<file path="src/rtl/icache_refill_ctrl.sv">
// icache_refill_ctrl
//
// Direct-mapped instruction cache (16-byte lines, 4 words) with an integrated
// request/grant/4-beat line refill controller.
//
// Hits are answered combinationally in IDLE. A miss latches the line address,
// requests memory, collects four beats into a staging register and installs
// the line into the latched set.
//
// Build option: define ICACHE_MISS_CNT_EN to build a saturating miss counter
// on Cache_MissCnt. Without it the port is tied to zero.
//
// Ports
//   Clk, Resetb           clock, asynchronous active-low reset
//   Ifetch_WpPcIn[31:0]   line address from fetch queue (bits [3:0] ignored)
//   Ifetch_ReadCache      fetch queue line read request
//   IFQ_Flush             fetch queue flush, suppresses hit and miss handling
//   Cache_ReadHit         requested line present and delivered this cycle
//   Cache_Cd0..3[31:0]    words 0..3 of the indexed line
//   Mem_Req               refill request, held until Mem_Gnt
//   Mem_Addr[31:0]        refill line address {tag, index, 4'b0000}
//   Mem_Gnt               memory accepts the request
//   Mem_Valid, Mem_Data   one refill word per valid cycle, word0..word3
//   Cache_MissCnt[15:0]   miss counter (zero unless ICACHE_MISS_CNT_EN)
//
// state | meaning
// ------+----------------------------------------------------------
// IDLE  | lookup active, hits reported, misses start a refill
// REQ   | Mem_Req asserted with stable Mem_Addr, waiting for Mem_Gnt
// FILL  | collecting four Mem_Valid beats, install on the fourth

module icache_refill_ctrl #(
    parameter int SETS = 16
) (
    input  logic        Clk,
    input  logic        Resetb,
    input  logic [31:0] Ifetch_WpPcIn,
    input  logic        Ifetch_ReadCache,
    input  logic        IFQ_Flush,
    output logic        Cache_ReadHit,
    output logic [31:0] Cache_Cd0,
    output logic [31:0] Cache_Cd1,
    output logic [31:0] Cache_Cd2,
    output logic [31:0] Cache_Cd3,
    output logic        Mem_Req,
    output logic [31:0] Mem_Addr,
    input  logic        Mem_Gnt,
    input  logic        Mem_Valid,
    input  logic [31:0] Mem_Data,
    output logic [15:0] Cache_MissCnt
);

    localparam int IW = $clog2(SETS);
    localparam int TW = 28 - IW;

    typedef enum logic [1:0] {
        IDLE = 2'd0,
        REQ  = 2'd1,
        FILL = 2'd2
    } state_t;

    state_t state, state_nxt;

    logic [IW-1:0]  idx;
    logic [TW-1:0]  tag_in;
    logic [SETS-1:0] valid;
    logic [TW-1:0]  tag_mem  [SETS];
    logic [127:0]   data_mem [SETS];

    logic [31:0]    mem_addr_q;
    logic [IW-1:0]  fill_idx;
    logic [TW-1:0]  fill_tag;
    logic [1:0]     beat;
    logic [127:0]   stage;

    logic           lookup_hit;
    logic           start_miss;
    logic           fill_done;

    // The byte offset within a line never affects selection.
    logic           unused_pc_bits;
    assign unused_pc_bits = ^Ifetch_WpPcIn[3:0];

    assign idx      = Ifetch_WpPcIn[4+IW-1:4];
    assign tag_in   = Ifetch_WpPcIn[31:4+IW];
    assign fill_idx = mem_addr_q[4+IW-1:4];
    assign fill_tag = mem_addr_q[31:4+IW];

    assign lookup_hit = valid[idx] && (tag_mem[idx] == tag_in);

    assign Cache_Cd0 = data_mem[idx][31:0];
    assign Cache_Cd1 = data_mem[idx][63:32];
    assign Cache_Cd2 = data_mem[idx][95:64];
    assign Cache_Cd3 = data_mem[idx][127:96];
    assign Mem_Addr  = mem_addr_q;

    always_ff @(posedge Clk or negedge Resetb) begin
        if (!Resetb) begin
            state <= IDLE;
        end else begin
            state <= state_nxt;
        end
    end

    always_comb begin
        state_nxt     = state;
        Cache_ReadHit = 1'b0;
        Mem_Req       = 1'b0;
        start_miss    = 1'b0;
        fill_done     = 1'b0;
        case (state)
            IDLE: begin
                if (Ifetch_ReadCache && !IFQ_Flush) begin
                    if (lookup_hit) begin
                        Cache_ReadHit = 1'b1;
                    end else begin
                        start_miss = 1'b1;
                        state_nxt  = REQ;
                    end
                end
            end
            REQ: begin
                Mem_Req = 1'b1;
                if (Mem_Gnt) begin
                    state_nxt = FILL;
                end
            end
            FILL: begin
                if (Mem_Valid && (beat == 2'd3)) begin
                    fill_done = 1'b1;
                    state_nxt = IDLE;
                end
            end
            default: begin
                state_nxt = IDLE;
            end
        endcase
    end

    always_ff @(posedge Clk or negedge Resetb) begin
        if (!Resetb) begin
            mem_addr_q <= 32'h0;
            beat       <= 2'd0;
            stage      <= 128'h0;
            valid      <= '0;
            for (int i = 0; i < SETS; i++) begin
                tag_mem[i]  <= '0;
                data_mem[i] <= 128'h0;
            end
        end else begin
            if (start_miss) begin
                mem_addr_q <= {Ifetch_WpPcIn[31:4], 4'b0000};
            end
            if ((state == REQ) && Mem_Gnt) begin
                beat <= 2'd0;
            end
            if ((state == FILL) && Mem_Valid) begin
                beat                 <= beat + 2'd1;
                stage[32*beat +: 32] <= Mem_Data;
            end
            // The fourth word goes straight from the bus into the line.
            if (fill_done) begin
                valid[fill_idx]    <= 1'b1;
                tag_mem[fill_idx]  <= fill_tag;
                data_mem[fill_idx] <= {Mem_Data, stage[95:0]};
            end
        end
    end

`ifdef ICACHE_MISS_CNT_EN
    logic [15:0] miss_cnt;

    always_ff @(posedge Clk or negedge Resetb) begin
        if (!Resetb) begin
            miss_cnt <= 16'h0;
        end else if (start_miss && (miss_cnt != 16'hFFFF)) begin
            miss_cnt <= miss_cnt + 16'd1;
        end
    end

    assign Cache_MissCnt = miss_cnt;
`else
    assign Cache_MissCnt = 16'h0000;
`endif

endmodule

</file>
<file path="config.mk">
export PLATFORM = sky130hd
export DESIGN_NAME = icache_refill_ctrl
export DESIGN_NICKNAME = d
export VERILOG_FILES = /design/src/rtl/icache_refill_ctrl.sv
export SDC_FILE = /design/constraint.sdc
export NUM_CORES = 2
export LEC_CHECK = 0
export CAP_MARGIN = 10
export CORE_MARGIN = 2
export CORE_UTILIZATION = 58
export CTS_BUF_LIST = sky130_fd_sc_hd__clkbuf_2 sky130_fd_sc_hd__clkbuf_4 sky130_fd_sc_hd__clkbuf_8
export DETAILED_ROUTE_END_ITERATION = 10
export PLACE_DENSITY_LB_ADDON = 0.15
export SYNTH_ARGS = -nofsm -noshare
export SYNTH_HDL_FRONTEND = slang
export SYNTH_SLANG_ARGS = --single-unit
</file>
<file path="constraint.sdc">
create_clock -name Clk -period 10.5 [get_ports Clk]
set_input_delay 1.575 -clock Clk [delete_from_list [all_inputs] [get_ports Clk]]
set_output_delay 1.575 -clock Clk [all_outputs]
set_load 0.03 [all_outputs]
</file>
==> metrics.txt <==
initial antenna violation count 21; total die area 201000 um2; I/O pin count 248; synth top area cells dfrtp_1 (56%), mux2_2 (24%), mux4_2 (14%), clkbuf_1 (1.7%), nand2_1 (0.73%); number of global-route vias before repair 68751; Worst VDD drop 144 uV; sequential-to-total area share from yosys stat 56.2%; WHS 0.464 ns; Seq cells post-synth 2576; Final ANT Viol Nets 0; CTS tree built; Slew Limit Fails 0; Max Fanout on Critical Path 90; RSZ-0062 raised after global routing false; Crit-path slowest cell buf_4; final hold viol count 0; drt first pass iters 5; CTS resizes 0; synth unique cells 53; CTS buffer count 436; Worst setup startpoint Ifetch_WpPcIn[5]; DP Wirelength 149000 um; Clock Latency Late Sink 1.10 ns; PwrDens 180 nW/um2; most common cell after layout, fill and taps aside dfrtp_1; clk slew on worst S/H paths 0.06 ns; min-delay worst type register to register; GPL Wtd Cong 0.738; Setup Fix Bufs, Post-CTS 0; layout cells sized above 1 54.7%; first-pass GRT wire length 438000 um; critical path class input pin to output pin; Routed wire per std cell 28.3 um; mapped cell area 115000 um2; run status finished clean; clk buf depth 4; DRT iter0 DRCs 4977; Post-Synthesis Cells 7046; CP Buf/Inv Count 3; Setup-failing EPs final 0; Tcrit/Tclk final 72.4%; max-cap violations 0; pre-CTS WS 2.86 ns; DR vias/cell 6.27; Max-slew headroom 12.4%; Least-Margin Pin Slew 1.31 ns; DRC violations left 0; CTS Sinks 2576; Post-synth EDFFs 0; fillers 13949; Lkg Pwr 0.0616 uW; H-tree levels 5; Setup TNS Final 0 ns; Core Util, Final 65.0%; port buffer count 223; Synth top area share 56.2%; setup ws final 2.90 ns; slowest cell delay on critical path 0.77 ns; FMAX 132 MHz; Core Rows 163; Area growth, synth to finish 11.6%; total track usage 28.8%; aggregate global routing overflow 0; Top Family by Delay on Critical Path buffers and inverters; clock skew 0.0555 ns; Clock Tree Root clkbuf_8; endpoint type of the worst setup path output pin; Detailed Route WL 286000 um; Crit path arrival time 6.02 ns; most frequent cells in the layout dfrtp_1 (2576), mux2_2 (2455), mux4_2 (714), clkbuf_8 (557), nand2_1 (219); largest net degree at the start of global routing 192; Core Region 197000 um2; min Tclk post-route 7.60 ns; synth warn 0; crit-path cells buf_8, buf_4, nor2b_1, a211oi_1, o21ai_0, xnor2_1, or4_1, nand4b_1, nor4_1, clkdlybuf4s50_1; Die W 449 um; Initial Util 58.3%; worst reg2reg path startpoint tag_mem[204]; Synth Flop Type dfrtp_1; hold_buf cts 0; crit start category input pin; post-synthesis area per instance 16.3 um2; Tot Pwr 23000 uW; FFs w/ async S/R, synth 100%; Layout Nets 7239; Yosys top cell by area dfrtp_1; DR vias 63446; Worst Path Required 8.93 ns; die height 449 um; hold path start valid[7]
## worst register-to-register path, stage by stage (launching register included)
cell and delay [ns]:
dfrtp_1 0.38, mux4_2 0.48, mux4_2 0.49, or2_0 0.22, a221oi_1 0.72, nand2b_1 0.21
o31ai_4 0.81, buf_4 0.60, mux2_2 0.42
## per-stage QoR
step                cells  instance area (um2)
floorplan            7065               115000
global route        10110               128000
CTS                 10105               128000
global placement     9365               119000
detailed placement   9365               119000
finish              10118               128000
## metal layers
| layer | GRT usage (%) | part of all wire (%) | up-vias |
|---|---|---|---|
| met1 | 40.7 | 43 | 34961 |
| met4 | 9.13 | 2.8 | 10 |
| met2 | 46.6 | 49 | 1605 |
| met5 | 0 | 0.024 | - |
| met3 | 4.58 | 5.1 | 503 |
| li1 | - | - | 26367 |
## cell type report
| cell class | instances | area, um2 | share of cell area, % |
|---|---|---|---|
| Sequential cell | 2576 | 64500 | 50.4 |
| Multi-Input combinational cell | 3802 | 47600 | 37.2 |
| Clock buffer | 707 | 8790 | 6.87 |
| Timing Repair Buffer | 341 | 3460 | 2.70 |
| Tap cell | 2640 | 3300 | 2.58 |
| Clock inverter | 33 | 310 | 0.243 |
| Antenna cell | 12 | 30.0 | 0.0235 |
| Inverter | 7 | 26.3 | 0.0205 |
## cells by family (layout without fill, tap and decap cells)
family	Yosys count	in the layout	synth area share [%]
buffers and inverters	687	1088	2.50
adders and majority gates	5	5	0.0546
other	1	32	0.00327
muxes	3242	3242	38.8
and+or+nand+nor	327	327	1.27
DFF	2576	2576	56.2
xor gates and xnor gates	31	31	0.237
AOI/OAI and AO/OA	177	177	0.911
## flip-flops by register name, summed over array words and instances (netlist names)
register / cells
state: 2
beat: 2
Mem_Addr: 28
tag_mem: 384
valid: 16
stage: 96
data_mem: 2048
## cell usage after synthesis (2+ instances only)
cell type / number
nor4_1: 2
nor3_1: 5
a22oi_1: 3
and4_1: 3
nor3b_1: 5
mux2_4: 9
and2_1: 20
nand4b_1: 2
o21ai_0: 103
buf_2: 74
mux4_2: 714
xor2_1: 13
o2111ai_1: 2
o22ai_1: 2
nand2b_1: 13
mux2i_1: 64
a221oi_1: 5
a211oi_1: 23
inv_1: 7
mux2_2: 2455
dfrtp_1: 2576
clkbuf_1: 526
nand2_1: 223
or3_1: 2
xnor2_1: 18
nor2b_1: 8
or2_2: 12
o2bb2ai_1: 2
a22o_1: 5
nor2_1: 18
buf_1: 40
a31oi_1: 3
buf_6: 8
buf_4: 31
ha_1: 5
a21oi_1: 23
and3_1: 2
nand3_1: 5
## path summary, 6_finish.rpt
path,end,slack [ns],cells after the start
worst max-delay path,Cache_ReadHit,2.90,10
worst min-delay path,valid[7],0.46,1
worst max register to register,Mem_Addr[4],6.06,8
worst min register to register,valid[7],0.46,1
max in group asynchronous,data_mem[2010],7.33,3
min in group asynchronous,data_mem[666],0.48,1
## report_power, final
part	internal (uW)	switching, uW	total, uW
Combinational	974	1200	2170
Clock	5360	3970	9320
Sequential	10500	988	11500
No activity file was read; power rests on OpenSTA's default activity.
